--- src/rtl/asp_irq_ctrl_if.sv ---
// Bundle for the ASP interrupt controller: IRQ sources, AVMM CSR port and
// the vector request handshake toward the MSI path.
interface asp_irq_ctrl_if #(
  parameter int NUM_IRQ_LINES  = 4,
  parameter int CSR_DATA_WIDTH = 64,
  parameter int CSR_ADDR_WIDTH = 3
);
  localparam int VEC_W = (NUM_IRQ_LINES > 1) ? $clog2(NUM_IRQ_LINES) : 1;

  logic [NUM_IRQ_LINES-1:0]    irq_in;
  logic [CSR_ADDR_WIDTH-1:0]   csr_address;
  logic                        csr_read;
  logic                        csr_write;
  logic [CSR_DATA_WIDTH-1:0]   csr_writedata;
  logic [CSR_DATA_WIDTH/8-1:0] csr_byteenable;
  logic [CSR_DATA_WIDTH-1:0]   csr_readdata;
  logic                        csr_readdatavalid;
  logic                        csr_waitrequest;
  logic                        irq_req;
  logic [VEC_W-1:0]            irq_vector;
  logic                        irq_ack;

  modport slave (
    input  irq_in, csr_address, csr_read, csr_write, csr_writedata, csr_byteenable, irq_ack,
    output csr_readdata, csr_readdatavalid, csr_waitrequest, irq_req, irq_vector
  );

  modport master (
    output irq_in, csr_address, csr_read, csr_write, csr_writedata, csr_byteenable, irq_ack,
    input  csr_readdata, csr_readdatavalid, csr_waitrequest, irq_req, irq_vector
  );
endinterface

--- src/rtl/asp_irq_ctrl.sv ---
// ASP interrupt controller: latches source rising edges, issues one vector
// request per pending unmasked source, exposes state over an AVMM CSR port.
module asp_irq_ctrl #(
  parameter int NUM_IRQ_LINES  = 4,
  parameter int NUM_IRQ_USED   = 3,
  parameter int CSR_DATA_WIDTH = 64,
  parameter int CSR_ADDR_WIDTH = 3,
  parameter int HOLDOFF_CYCLES = 2
) (
  input  logic             clk,
  input  logic             reset,
  asp_irq_ctrl_if.slave    bus
);
  localparam int N     = NUM_IRQ_LINES;
  localparam int VEC_W = (N > 1) ? $clog2(N) : 1;
  localparam int HW    = (HOLDOFF_CYCLES > 1) ? $clog2(HOLDOFF_CYCLES) : 1;

  localparam logic [CSR_ADDR_WIDTH-1:0] A_STATUS = CSR_ADDR_WIDTH'(0);
  localparam logic [CSR_ADDR_WIDTH-1:0] A_CLEAR  = CSR_ADDR_WIDTH'(1);
  localparam logic [CSR_ADDR_WIDTH-1:0] A_MASK   = CSR_ADDR_WIDTH'(2);
  localparam logic [CSR_ADDR_WIDTH-1:0] A_SENT   = CSR_ADDR_WIDTH'(3);
  localparam logic [CSR_ADDR_WIDTH-1:0] A_COUNT  = CSR_ADDR_WIDTH'(4);
  localparam logic [CSR_ADDR_WIDTH-1:0] A_RAW    = CSR_ADDR_WIDTH'(5);

  typedef enum logic [1:0] {IDLE, REQ, HOLD} state_t;

  state_t              state, state_nxt;
  logic [N-1:0]        irq_prev, pending, sent, mask_r, spare_m;
  logic [N-1:0]        rise, clr, mask_eff, eligible, ack_oh;
  logic [31:0]         count;
  logic [HW-1:0]       hold_cnt;
  logic [VEC_W-1:0]    vec_r, low_idx;
  logic                wr_en, acked, load_vec;
  logic [CSR_DATA_WIDTH-1:0] rd_mux, rd_data;
  logic                rd_vld;
  logic                unused_bits;

  for (genvar gi = 0; gi < N; gi++) begin : g_spare
    assign spare_m[gi] = (gi >= NUM_IRQ_USED);
  end

  assign rise     = bus.irq_in & ~irq_prev;
  assign wr_en    = bus.csr_write & bus.csr_byteenable[0];
  assign clr      = (wr_en && bus.csr_address == A_CLEAR) ? bus.csr_writedata[N-1:0] : '0;
  assign mask_eff = mask_r | spare_m;
  assign eligible = pending & ~mask_eff & ~sent;
  assign acked    = (state == REQ) && bus.irq_ack;
  assign ack_oh   = acked ? (N'(1) << vec_r) : '0;

  assign unused_bits = ^{bus.csr_writedata[CSR_DATA_WIDTH-1:N],
                         bus.csr_byteenable[CSR_DATA_WIDTH/8-1:1]};

  // Lowest index wins: scan from the top so the last hit is the smallest.
  always_comb begin
    low_idx = '0;
    for (int i = N - 1; i >= 0; i--)
      if (eligible[i]) low_idx = VEC_W'(i);
  end

  always_comb begin
    state_nxt = state;
    load_vec  = 1'b0;
    case (state)
      IDLE: if (|eligible) begin
        state_nxt = REQ;
        load_vec  = 1'b1;
      end
      REQ: if (bus.irq_ack) state_nxt = HOLD;
      HOLD: if (hold_cnt == HW'(HOLDOFF_CYCLES - 1)) begin
        // Going straight to REQ keeps the gap at exactly HOLDOFF_CYCLES.
        if (|eligible) begin
          state_nxt = REQ;
          load_vec  = 1'b1;
        end else begin
          state_nxt = IDLE;
        end
      end
      default: state_nxt = IDLE;
    endcase
  end

  always_ff @(posedge clk or posedge reset) begin
    if (reset) begin
      state    <= IDLE;
      hold_cnt <= '0;
      vec_r    <= '0;
    end else begin
      state    <= state_nxt;
      hold_cnt <= (state == HOLD) ? hold_cnt + HW'(1) : '0;
      if (load_vec) vec_r <= low_idx;
    end
  end

  // Clear is applied before set, so a same-cycle edge re-arms the bit.
  always_ff @(posedge clk or posedge reset) begin
    if (reset) begin
      irq_prev <= '0;
      pending  <= '0;
      sent     <= '0;
      mask_r   <= '0;
      count    <= '0;
    end else begin
      irq_prev <= bus.irq_in;
      pending  <= (pending & ~clr) | rise;
      sent     <= (sent & ~clr) | ack_oh;
      if (wr_en && bus.csr_address == A_MASK)
        mask_r <= bus.csr_writedata[N-1:0] & ~spare_m;
      if (wr_en && bus.csr_address == A_COUNT)
        count <= '0;
      else if (acked && count != '1)
        count <= count + 32'd1;
    end
  end

  always_comb begin
    rd_mux = '0;
    case (bus.csr_address)
      A_STATUS: rd_mux = CSR_DATA_WIDTH'(pending);
      A_MASK:   rd_mux = CSR_DATA_WIDTH'(mask_eff);
      A_SENT:   rd_mux = CSR_DATA_WIDTH'(sent);
      A_COUNT:  rd_mux = CSR_DATA_WIDTH'(count);
      A_RAW:    rd_mux = CSR_DATA_WIDTH'(bus.irq_in);
      default:  rd_mux = '0;
    endcase
  end

  always_ff @(posedge clk or posedge reset) begin
    if (reset) begin
      rd_vld  <= 1'b0;
      rd_data <= '0;
    end else begin
      rd_vld  <= bus.csr_read;
      rd_data <= bus.csr_read ? rd_mux : '0;
    end
  end

  assign bus.csr_readdata      = rd_data;
  assign bus.csr_readdatavalid = rd_vld;
  assign bus.csr_waitrequest   = 1'b0;
  assign bus.irq_req           = (state == REQ);
  assign bus.irq_vector        = vec_r;
endmodule

--- src/flat_wrapper.sv ---
// flat-port wrapper written by rule: the top's interface ports become plain ports
module asp_irq_ctrl_flat 
#(
  parameter int NUM_IRQ_LINES  = 4,
  parameter int NUM_IRQ_USED   = 3,
  parameter int CSR_DATA_WIDTH = 64,
  parameter int CSR_ADDR_WIDTH = 3,
  parameter int HOLDOFF_CYCLES = 2
)
  (clk, reset, bus_irq_in, bus_csr_address, bus_csr_read, bus_csr_write, bus_csr_writedata, bus_csr_byteenable, bus_irq_ack, bus_csr_readdata, bus_csr_readdatavalid, bus_csr_waitrequest, bus_irq_req, bus_irq_vector);
  asp_irq_ctrl_if #(.NUM_IRQ_LINES(NUM_IRQ_LINES), .CSR_DATA_WIDTH(CSR_DATA_WIDTH), .CSR_ADDR_WIDTH(CSR_ADDR_WIDTH)) bus_i ();
  input  logic clk;
  input  logic reset;
  input wire logic [$bits(bus_i.irq_in)-1:0] bus_irq_in;
  input wire logic [$bits(bus_i.csr_address)-1:0] bus_csr_address;
  input wire logic [$bits(bus_i.csr_read)-1:0] bus_csr_read;
  input wire logic [$bits(bus_i.csr_write)-1:0] bus_csr_write;
  input wire logic [$bits(bus_i.csr_writedata)-1:0] bus_csr_writedata;
  input wire logic [$bits(bus_i.csr_byteenable)-1:0] bus_csr_byteenable;
  input wire logic [$bits(bus_i.irq_ack)-1:0] bus_irq_ack;
  output wire logic [$bits(bus_i.csr_readdata)-1:0] bus_csr_readdata;
  output wire logic [$bits(bus_i.csr_readdatavalid)-1:0] bus_csr_readdatavalid;
  output wire logic [$bits(bus_i.csr_waitrequest)-1:0] bus_csr_waitrequest;
  output wire logic [$bits(bus_i.irq_req)-1:0] bus_irq_req;
  output wire logic [$bits(bus_i.irq_vector)-1:0] bus_irq_vector;
  assign bus_i.irq_in = bus_irq_in;
  assign bus_i.csr_address = bus_csr_address;
  assign bus_i.csr_read = bus_csr_read;
  assign bus_i.csr_write = bus_csr_write;
  assign bus_i.csr_writedata = bus_csr_writedata;
  assign bus_i.csr_byteenable = bus_csr_byteenable;
  assign bus_i.irq_ack = bus_irq_ack;
  assign bus_csr_readdata = bus_i.csr_readdata;
  assign bus_csr_readdatavalid = bus_i.csr_readdatavalid;
  assign bus_csr_waitrequest = bus_i.csr_waitrequest;
  assign bus_irq_req = bus_i.irq_req;
  assign bus_irq_vector = bus_i.irq_vector;
  asp_irq_ctrl #(.NUM_IRQ_LINES(NUM_IRQ_LINES), .NUM_IRQ_USED(NUM_IRQ_USED), .CSR_DATA_WIDTH(CSR_DATA_WIDTH), .CSR_ADDR_WIDTH(CSR_ADDR_WIDTH), .HOLDOFF_CYCLES(HOLDOFF_CYCLES)) u_core (.clk(clk), .reset(reset), .bus(bus_i));
endmodule
--- config.mk ---
export PLATFORM = sky130hd
export DESIGN_NAME = asp_irq_ctrl_flat
export DESIGN_NICKNAME = d
export VERILOG_FILES = /design/src/rtl/asp_irq_ctrl_if.sv /design/src/rtl/asp_irq_ctrl.sv /design/src/flat_wrapper.sv
export SDC_FILE = /design/constraint.sdc
export NUM_CORES = 1
export LEC_CHECK = 0
export BUFFER_PORTS_ARGS = -buffer_cell sky130_fd_sc_hd__buf_2
export CORE_MARGIN = 2
export CORE_UTILIZATION = 36
export DETAILED_ROUTE_END_ITERATION = 8
export PLACE_DENSITY = 0.64
export SYNTH_ARGS = -nofsm -noshare
export SYNTH_HDL_FRONTEND = slang
export SYNTH_SLANG_ARGS = --single-unit
--- constraint.sdc ---
create_clock -name clk -period 2.9 [get_ports clk]
set_input_delay 0.145 -clock clk [delete_from_list [all_inputs] [get_ports clk]]
set_output_delay 0.145 -clock clk [all_outputs]
set_load 0.02 [all_outputs]
# Word-level counts from Yosys, hierarchy flattened
# Cells that the tools add are included.
# W data, S select, Z words.
[word_totals]
regBits = 117
latchBits = 0
ramBits = 0
mem_bits_ro = 0
input_bits = 84
output_inout_bits = 69
n_memories = 0
[op_classes]
addsub = 2
n_mul = 0
n_div = 0
magnitude_cmp = 0
n_eq_ne = 11
shifts = 1
mux = 19
bitwise = 12
n_reduce_logical = 10
[op_table]
columns = ["operator", "n"]
rows = [
  ["$pmux W32 S5", 1],
  ["$mux W32", 3],
  ["$add A32 B1 Y32 const B", 1],
  ["$ne A32 B32 Y1 const B", 1],
  ["$and A4 B4 Y4", 5],
  ["$not A4 Y4", 4],
  ["$mux W2", 7],
  ["$mux W4", 2],
  ["$or A4 B4 Y4", 2],
  ["$eq A3 B2 Y1 const B", 2],
  ["$eq A3 B3 Y1 const B", 2],
  ["$pmux W2 S3", 1],
  ["$logic_and A1 B1 Y1", 5],
  ["$mux W1", 4],
  ["$ne A2 B1 Y1 const B", 2],
  ["$reduce_or A4 Y1", 1],
  ["$shl A1 B2 Y4 const A", 1],
  ["$eq A3 B1 Y1 const B", 1],
  ["$logic_not A3 Y1", 1],
  ["$reduce_and A3 Y1", 1],
  ["$eq A2 B1 Y1 const B", 1],
  ["$eq A2 B2 Y1 const B", 1],
  ["$logic_not A2 Y1", 1],
  ["$ne A2 B2 Y1 const B", 1],
  ["4 further kinds", 4],
]

# Depth between registers and ports, before layout
# Gate-level depths: netlist of the first run.
[logic_depth]
depth_word = 7
depth_mapped = 7

# Worst setup path before layout of the first run
# Ideal clock, no wire load.
[synth_timing]
path_type = "register -> register"
startpoint = "register u_core.count[9]"
endpoint = "register u_core.count[9]"
setup_ns = 0.132
arrival_time_ns = 1.862
required_ns = 2.768
slack_ns = 0.906
path_stages_with_launch = 8
n_path_buf = 2
period_less_slack_ns = 1.994
cell_sequence = "dfrtp_1 nand4_4 or4_1 buf_2 o31ai_4 buf_6 xor2_1 nor2_1"
[synth_via]
elab_chain_cells = 3
[synth_rtl]
columns = ["item", "line_no", "text"]
rows = [
  ["start: declaration", "asp_irq_ctrl.sv:30", "logic [31:0] count;"],
  ["start signal: assignment", "asp_irq_ctrl.sv:111", "count <= count + 32'd1;"],
  ["$add A32 B1 Y32 or $ne A32 B32 Y1 (tied branches)", "asp_irq_ctrl.sv:111, asp_irq_ctrl.sv:110", ""],
  ["$mux W32 or $logic_and A1 B1 Y1 (tied branches)", "asp_irq_ctrl.sv:110", "else if (acked && count != '1)"],
  ["$mux W32 or $reduce_bool A2 Y1 (tied branches)", "n/a", ""],
]
# Parallel ways exist; a longest one is shown, timed or not. The select of a mux whose other input is x is not followed.
# A chain may end at the register's enable or synchronous reset.

# Worst setup path after layout of the first run
[layout_timing]
startpoint = "register u_core.count[3]"
endpoint = "register u_core.count[29]"
# Same word-level chain as after synthesis.

==> results of run 1 <==
==> kinds of logic after synthesis <==
kind of cell / Yosys count
compound gates: 83
xor+xnor: 6
fa+ha+maj: 1
buf+inv: 56
flops: 85
mux: 8
other cells: 1
simple gates: 151
==> worst max-delay path, cell delays in order (launching register included) <==
cell and delay, ps:
dfrtp_1 500, nand4_1 210, nor4_2 500, o2111ai_1 440
or3_1 470, a21oi_1 140
==> power by group <==
| group | internal, µW | leakage (µW) | switching (µW) | total, µW |
|---|---|---|---|---|
| clock | 359 | 0.0000877 | 392 | 750 |
| combinational | 175 | 0.000904 | 255 | 430 |
| sequential | 1290 | 0.00113 | 115 | 1400 |
| total | 1820 | 0.00212 | 761 | 2590 |
==> area by class of cell <==
type,count,share of cell area
Inverter,10,0.00857
Multi-Input combinational cell,282,0.369
Sequential cell,85,0.470
Tap cell,140,0.0387
Timing Repair Buffer,61,0.0757
Clock buffer,15,0.0368
Clock inverter,1,0.00111
==> cell usage after synthesis, drive strengths merged <==
library cell / n
and4: 4
o32a: 1
o21ai: 21
o2111ai: 1
a311oi: 1
nor2b: 3
nand2b: 3
a22oi: 3
and2: 31
nor3: 4
mux2i: 4
nor2: 20
nand3: 15
a21o: 3
ha: 1
mux2: 4
nor3b: 4
inv: 10
o31a: 1
nand4: 8
nand4b: 1
a22o: 5
nand2: 24
xnor2: 2
o211ai: 3
conb: 1
buf: 35
or4: 7
a21oi: 33
a32o: 1
clkbuf: 11
nor4: 3
o21a: 1
dfrtp: 85
xor2: 4
or3: 20
o31ai: 8
o2bb2ai: 1
and3b: 1
and3: 3
==> path summary, 6_finish.rpt <==
path                                                    endpoint  depth (start not counted)                        start  slack (ps)
hold reg to reg                        u_core.hold_cnt$_DFF_PP0_                          1  u_core.state[0]$_DFFE_PP0P_         500
max in group asynchronous            u_core.count[0]$_DFFE_PP0P_                          4                        reset        1700
setup reg to reg                    u_core.count[29]$_DFFE_PP0P_                          5  u_core.count[3]$_DFFE_PP0P_         560
setup / recovery                    u_core.count[29]$_DFFE_PP0P_                          5  u_core.count[3]$_DFFE_PP0P_         560
min in group asynchronous  u_core.bus.csr_readdata[15]$_DFF_PP0_                          3                        reset         450
hold / removal                      u_core.mask_r[2]$_DFFE_PP0P_                          2         bus_csr_writedata[2]          30
==> through the flow <==
stage                     power [µW]  instance area, µm²
after floorplan                 1750                4140
after global placement          1830                4300
after detailed placement        1860                4300
after CTS                       2620                4530
after global routing            2720                4530
final                           2590                4530
==> state kept, by name (all words and copies together) (netlist names) <==
register	count
u_core.pending	4
u_core.hold_cnt	1
u_core.irq_prev	4
u_core.bus.csr_readdata	32
u_core.bus.irq_vector	2
u_core.sent	4
u_core.mask_r	3
u_core.state	2
u_core.bus.csr_readdatavalid	1
u_core.count	32
==> routing by layer <==
| layer | wire length, µm | track usage | part of all wire |
|---|---|---|---|
| met5 | 0 | 0 | 0 |
| met4 | 179 | 0.0678 | 0.022 |
| met3 | 456 | 0.0326 | 0.057 |
| met2 | 3620 | 0.208 | 0.45 |
| met1 | 3740 | 0.187 | 0.47 |
==> flow_summary.ini, run 1 <==
[drt]
first_pass_iters = 5
wl_per_cell_um = 13.5
drtIter0Drc = 157
wl_mm = 7.99
via_per_inst = 4.98
ant_nets = 0
vias = 2958
drc = 0

[timing]
hold_viol = 0
setup_viol = 0
maxSlewHeadroom = 0.469
fin_crit_sh = 0.806
fmax_mhz = 428
fin_ws_ps = 563
drv_slew = 0
timing_worst_slew_pin_value_ps = 796
skew_ps = 7.33
fin_tns_setup_ps = 0
timing.hold.ws_ps = 33.5
rsz0062_at_grt = false
period_minus_slack_ps = 2340

[cells_and_area]
area_growth_pct = 12.6
antenna_cells = 0
fin_util = 0.416
multi_input_area_um2 = 1670
layout_common_cells = dfrtp_1, buf_2, a21oi_1, conb_1, and2_1
layout-drive-gt1-share = 0.174
regArea_um2 = 2130
fillers = 1068
nNetsFinal = 534
instances_no_fill = 594
final_common_cell = dfrtp_1

[grt]
grt_pass1_wl_mm = 12.9
antenna_found_initial = 0
grt_max_degree = 48
track_usage = 0.138
grt_pass1_vias = 2617
grt.overflow.total = 0

[place]
pre_cts_ws_ps = 573
portBuffers = 52
dpl.hpwl_mm = 5.60
gp_congestion = 0.769
dp.cells = 572

[power_and_ir_drop]
power.leakage_uw = 0.00212
peakVddDrop_uv = 180
powerDensity_nw_per_um2 = 571

[setup_path]
arrival_ps = 2630
end_kind = flop
worstSetupStartpointType = flop
crit_required_ps = 3190
critical_path_class = flop to flop
critPathMaxFanout = 9

[synth]
synthMuxAreaShare = 0.0212
synth_top_family_by_area = simple AND/OR/NAND/NOR gates
synth-xor-area-share = 0.0131
ys_seq_elements = 85
synth_area_leader_cell = dfrtp_1
synthSimpleGateAreaFrac = 0.217
avgSynthCellArea_um2 = 10.3
synth-compound-area-share = 0.131
yosysUniqueCellTypes = 49
ys_seq_area_frac = 0.529
synthTopCellsByArea = dfrtp_1, buf_4, and2_1, a21oi_1, or3_1
yosysWarnings = 0
netlist_area_um2 = 4020
synthAdderAreaFrac = 0.00311
synth_top_area_share = 0.529
synthesis.instances = 391

[clock_network]
postCtsHoldBufs = 6
htreeDepth = 3
clock_latency_ps = 360
cts_sinks = 85
cts_tree = done
postCtsSetupBuffers = 0
cts_root_buf = clkbuf_8
cts_max_path_buffers = 2
numCtsBuffers = 9
clk_pin_slew_worst_paths_ps = 80
cts-resized-gates = 0

[floorplan]
die_w_um = 110
rows = 38
io_pins = 153
die_y_um = 110
core_area_um2 = 10900
initial_utilization = 0.369
die_area_um2 = 12000

[hold_path]
hold_path.class = input port to flop

[run_status]
status = finished clean

[job]
drv_cap = 0
Note: power is estimated with default switching activity, not from simulation.
==> inputs of run 2 (changes only) <==
PLACE_DENSITY = 0.66   (was 0.64)
clock period = 2 ns   (was 2.9 ns; I/O delays follow)
==> run 2 against run 1 <==
Compared with the run above:
- critical endpoint is now u_core.count[3]$_DFFE_PP0P_
- clock power up 64%
- sequential cell count unchanged
- critical path type unchanged
- fmax rose by 18%
- utilization up 3.7 points
- sequential share of layout area decreased by 3.8 points
- via count grew 7.1%
- combinational power increased by 65%
- first-iteration DRC count is 22% higher
- worst hold slack worse by 0.76 ps
- register-to-register slack worse by 540 ps
- wire length grew 7.3%
==> flow_summary.ini, run 2 (synthesis gave the netlist of run 1 again) <==
[timing]
timing.hold.ws_ps = 32.7
fin_crit_sh = 0.987
setup_viol = 0
drv_slew = 0
rsz0062_at_grt = true
skew_ps = 9.78
hold_viol = 0
fmax_mhz = 507
period_minus_slack_ps = 1970

[place]
dp.cells = 607
portBuffers = 52
dpl.hpwl_mm = 5.86
placed_area_um2 = 4570
gp_congestion = 0.779

[floorplan]
die_area_um2 = 12000
initial_utilization = 0.369
core_area_um2 = 10900
die_y_um = 110
rows = 38
io_pins = 153
die_w_um = 110

[setup_path]
end_kind = flop
crit_required_ps = 2230
critPathMaxFanout = 6
critical_path_class = flop to flop
arrival_ps = 2210
worstSetupStartpointType = flop

[cells_and_area]
instances_no_fill = 637
fin_util = 0.453
final_common_cell = dfrtp_1
layout-drive-gt1-share = 0.254
layout_common_cells = dfrtp_1, buf_2, buf_4
fillers = 1053
multi_input_area_um2 = 1690
antenna_cells = 0
regArea_um2 = 2130
nNetsFinal = 578
area_growth_pct = 22.5
finalInstanceArea_um2 = 4930

[clock_network]
cts_max_path_buffers = 2
htreeDepth = 3
cts_tree = done
clk_pin_slew_worst_paths_ps = 80
numCtsBuffers = 9
cts_root_buf = clkbuf_8
cts_sinks = 85
clock_latency_ps = 360

[grt]
antenna_found_initial = 0
track_usage = 0.153
grt_max_degree = 86
grt_pass1_wl_mm = 14.3
grt.overflow.total = 0
grt_pass1_vias = 3053

[drt]
drc = 0
vias = 3169
wl_per_cell_um = 13.5
first_pass_iters = 4
via_per_inst = 4.97
ant_nets = 0
wl_mm = 8.58
drtIter0Drc = 192

[power_and_ir_drop]
power.leakage_uw = 0.00236
peakVddDrop_uv = 382
power_uw = 3960
powerDensity_nw_per_um2 = 803

[run_status]
status = finished clean

[hold_path]
hold_path.class = input port to flop

[job]
drv_cap = 0
[run 2: final cells by class]
cell class,instances,area share
clock inverter,3,0.00914
multi-input combinational,282,0.343
sequential,85,0.432
timing repair buffer,105,0.141
inverter,10,0.00838
clock buffer,12,0.0315
tap,140,0.0355
[run 2: layer usage]
metal / track usage / share of wire / vias up
li1: - / - / 1523
met1: 0.200 / 0.46 / 1526
met2: 0.243 / 0.46 / 107
met3: 0.0344 / 0.059 / 13
met4: 0.0705 / 0.020 / 0
met5: 0 / 0 / -
[run 2: path summary, 6_finish.rpt]
path | start | endpoint | slack, ps | cells past startpoint
min in group asynchronous | reset | u_core.irq_prev[0]$_DFF_PP0_ | 400 | 4
worst max register to register | u_core.count[9]$_DFFE_PP0P_ | u_core.count[3]$_DFFE_PP0P_ | 30 | 6
max in group asynchronous | reset | u_core.bus.csr_readdata[21]$_DFF_PP0_ | 1250 | 4
worst min register to register | u_core.state[0]$_DFFE_PP0P_ | u_core.hold_cnt$_DFF_PP0_ | 510 | 1
worst max-delay path | u_core.count[9]$_DFFE_PP0P_ | u_core.count[3]$_DFFE_PP0P_ | 30 | 6
worst min-delay path | bus_irq_ack | u_core.state[0]$_DFFE_PP0P_ | 30 | 3
[run 2: stage by stage]
step,TNS [ps],worst slack (ps)
2_1_floorplan,0,5.78
3_3_place_gp,-101,-38.8
3_5_place_dp,-210,-51.3
4_1_cts,0,12.1
5_1_grt,-594,-56.0
6_report,0,26.0
[run 2: repair_timing]
item	4_1_cts	5_1_grt
buffers inserted	4	2
hold buffers	9	0
resized for setup	1	4
hold endpoints to repair	97	0
pin swaps	2	5
endpoints found under the setup margin	14	20
[run 2: power by group]
part	switching [µW]	internal [µW]
registers	139	1870
logic	405	305
clock network	596	639
total	1140	2820
[run 2: worst max-delay path, cell delays in order, from the launching register on]
cell	delay (ps)
dfrtp_1	400
nand4_4	110
or4_4	580
buf_4	180
nor3_2	320
or3_1	180
a21oi_1	70
==> inputs of run 3 (changes only) <==
PLACE_DENSITY = not set   (was 0.66)
PLACE_DENSITY_LB_ADDON = 0.15   (was not set)
==> run 3 against run 2 <==
Compared with the run above:
- clock power barely moved
- first-iteration DRC count fell by 28%
- critical path depth is 1 higher
==> flow_summary.ini, run 3 (synthesis gave the netlist of run 1 again) <==
[clock_network]
cts_max_path_buffers = 2
htreeDepth = 3
cts_tree = done
clk_pin_slew_worst_paths_ps = 90
clock_latency_ps = 350
cts_sinks = 85
cts_root_buf = clkbuf_8
numCtsBuffers = 9

[place]
dpl.hpwl_mm = 5.98
pre_cts_ws_ps = -74.8
portBuffers = 52
placed_area_um2 = 4650
gp_congestion = 0.775

[power_and_ir_drop]
power.leakage_uw = 0.00243
powerDensity_nw_per_um2 = 805
peakVddDrop_uv = 312

[timing]
fmax_mhz = 509
hold_viol = 0
setup_viol = 0
period_minus_slack_ps = 1960
skew_ps = 11.0
fin_ws_ps = 36.7
drv_slew = 0
fin_tns_setup_ps = 0
fin_crit_sh = 0.982

[floorplan]
rows = 38
core_area_um2 = 10900
io_pins = 153
initial_utilization = 0.369
die_area_um2 = 12000
die_w_um = 110
die_y_um = 110

[setup_path]
worst-r2r-setup-slack_ps = 40
reg2reg_depth = 7
crit_required_ps = 2280
critical_path_class = flop to flop
worstSetupStartpointType = flop
end_kind = flop
arrival_ps = 2250
critPathMaxFanout = 4

[drt]
met1Wirelength_mm = 4.27
wl_per_cell_um = 13.9
vias = 3156
via_per_inst = 4.89
drtIter0Drc = 139
drc = 0
dr_wl_met3_um = 373
routed.top_layer = met4
ant_nets = 0
wl_mm = 8.96
first_pass_iters = 4
dr_wl_met2_mm = 4.18

[cells_and_area]
final_common_cell = dfrtp_1
multi_input_area_um2 = 1710
area_growth_pct = 24.9
regArea_um2 = 2130
layout-drive-gt1-share = 0.271
finalInstanceArea_um2 = 5020
antenna_cells = 0
fin_util = 0.461
layout_common_cells = dfrtp_1, buf_2, buf_4
fillers = 1062
nNetsFinal = 588

[grt]
grt_max_degree = 86
antenna_found_initial = 0
grt_pass1_wl_mm = 14.6
grt.overflow.total = 0
grt_pass1_vias = 2989
track_usage = 0.156

[job]
drv_cap = 0

[hold_path]
hold_path.class = input port to flop
min_path_cells = 3

[run_status]
status = finished clean
## run 3: worst paths after layout
kind / start / end
hold reg to reg: u_core.pending[3]$_DFF_PP0_ / u_core.pending[3]$_DFF_PP0_
max in group asynchronous: reset / u_core.bus.csr_readdata[30]$_DFF_PP0_
hold / removal: bus_irq_ack / u_core.state[0]$_DFFE_PP0P_
setup reg to reg: u_core.count[5]$_DFFE_PP0P_ / u_core.count[21]$_DFFE_PP0P_
setup / recovery: u_core.count[5]$_DFFE_PP0P_ / u_core.count[21]$_DFFE_PP0P_
min in group asynchronous: reset / u_core.bus.csr_readdata[10]$_DFF_PP0_
## run 3: cell type report
type,count,area share
clock buffers,13,0.0336
clock inverters,1,0.00598
inverters,10,0.00822
multi-input cells,282,0.339
flip-flops and latches,85,0.423
well taps,140,0.0349
repair buffers,115,0.154
## run 3: report_power, final
| part | switching, µW | internal, µW | total [µW] |
|---|---|---|---|
| Clock | 588 | 668 | 1260 |
| Sequential | 131 | 1870 | 2000 |
| Combinational | 433 | 353 | 786 |
## run 3: repair_timing
| action | in CTS | in global routing |
|---|---|---|
| hold buffers | 9 | 0 |
| setup buffers | 6 | 3 |
| setup endpoints to repair | 3 | 12 |
| resized for setup | 1 | 9 |
| hold endpoints to repair | 95 | 0 |
| gates cloned | 0 | 0 |
| pin swaps | 4 | 6 |
## run 3: through the flow
step           total power (µW)  hold WS (ps)  std cells
5_1_grt                    4270          49.5        646
3_3_place_gp               2750           241        615
2_1_floorplan              2540           131        423
3_5_place_dp               2770           245        615
4_1_cts                    4050          41.8        643
6_report                   4040          54.8        646
## run 3: worst max-delay path, stage by stage (launching register included)
cell and delay [ps]:
dfrtp_1 360, nand4_1 170, nor4_2 340, buf_4 190, o31ai_4 70, buf_6 130
or4_4 510, a21oi_2 140
## run 3: layer usage
metal	GRT usage	vias to the layer above
met3	0.0290	12
met5	0	-
li1	-	1543
met1	0.218	1531
met2	0.240	70
met4	0.0597	0
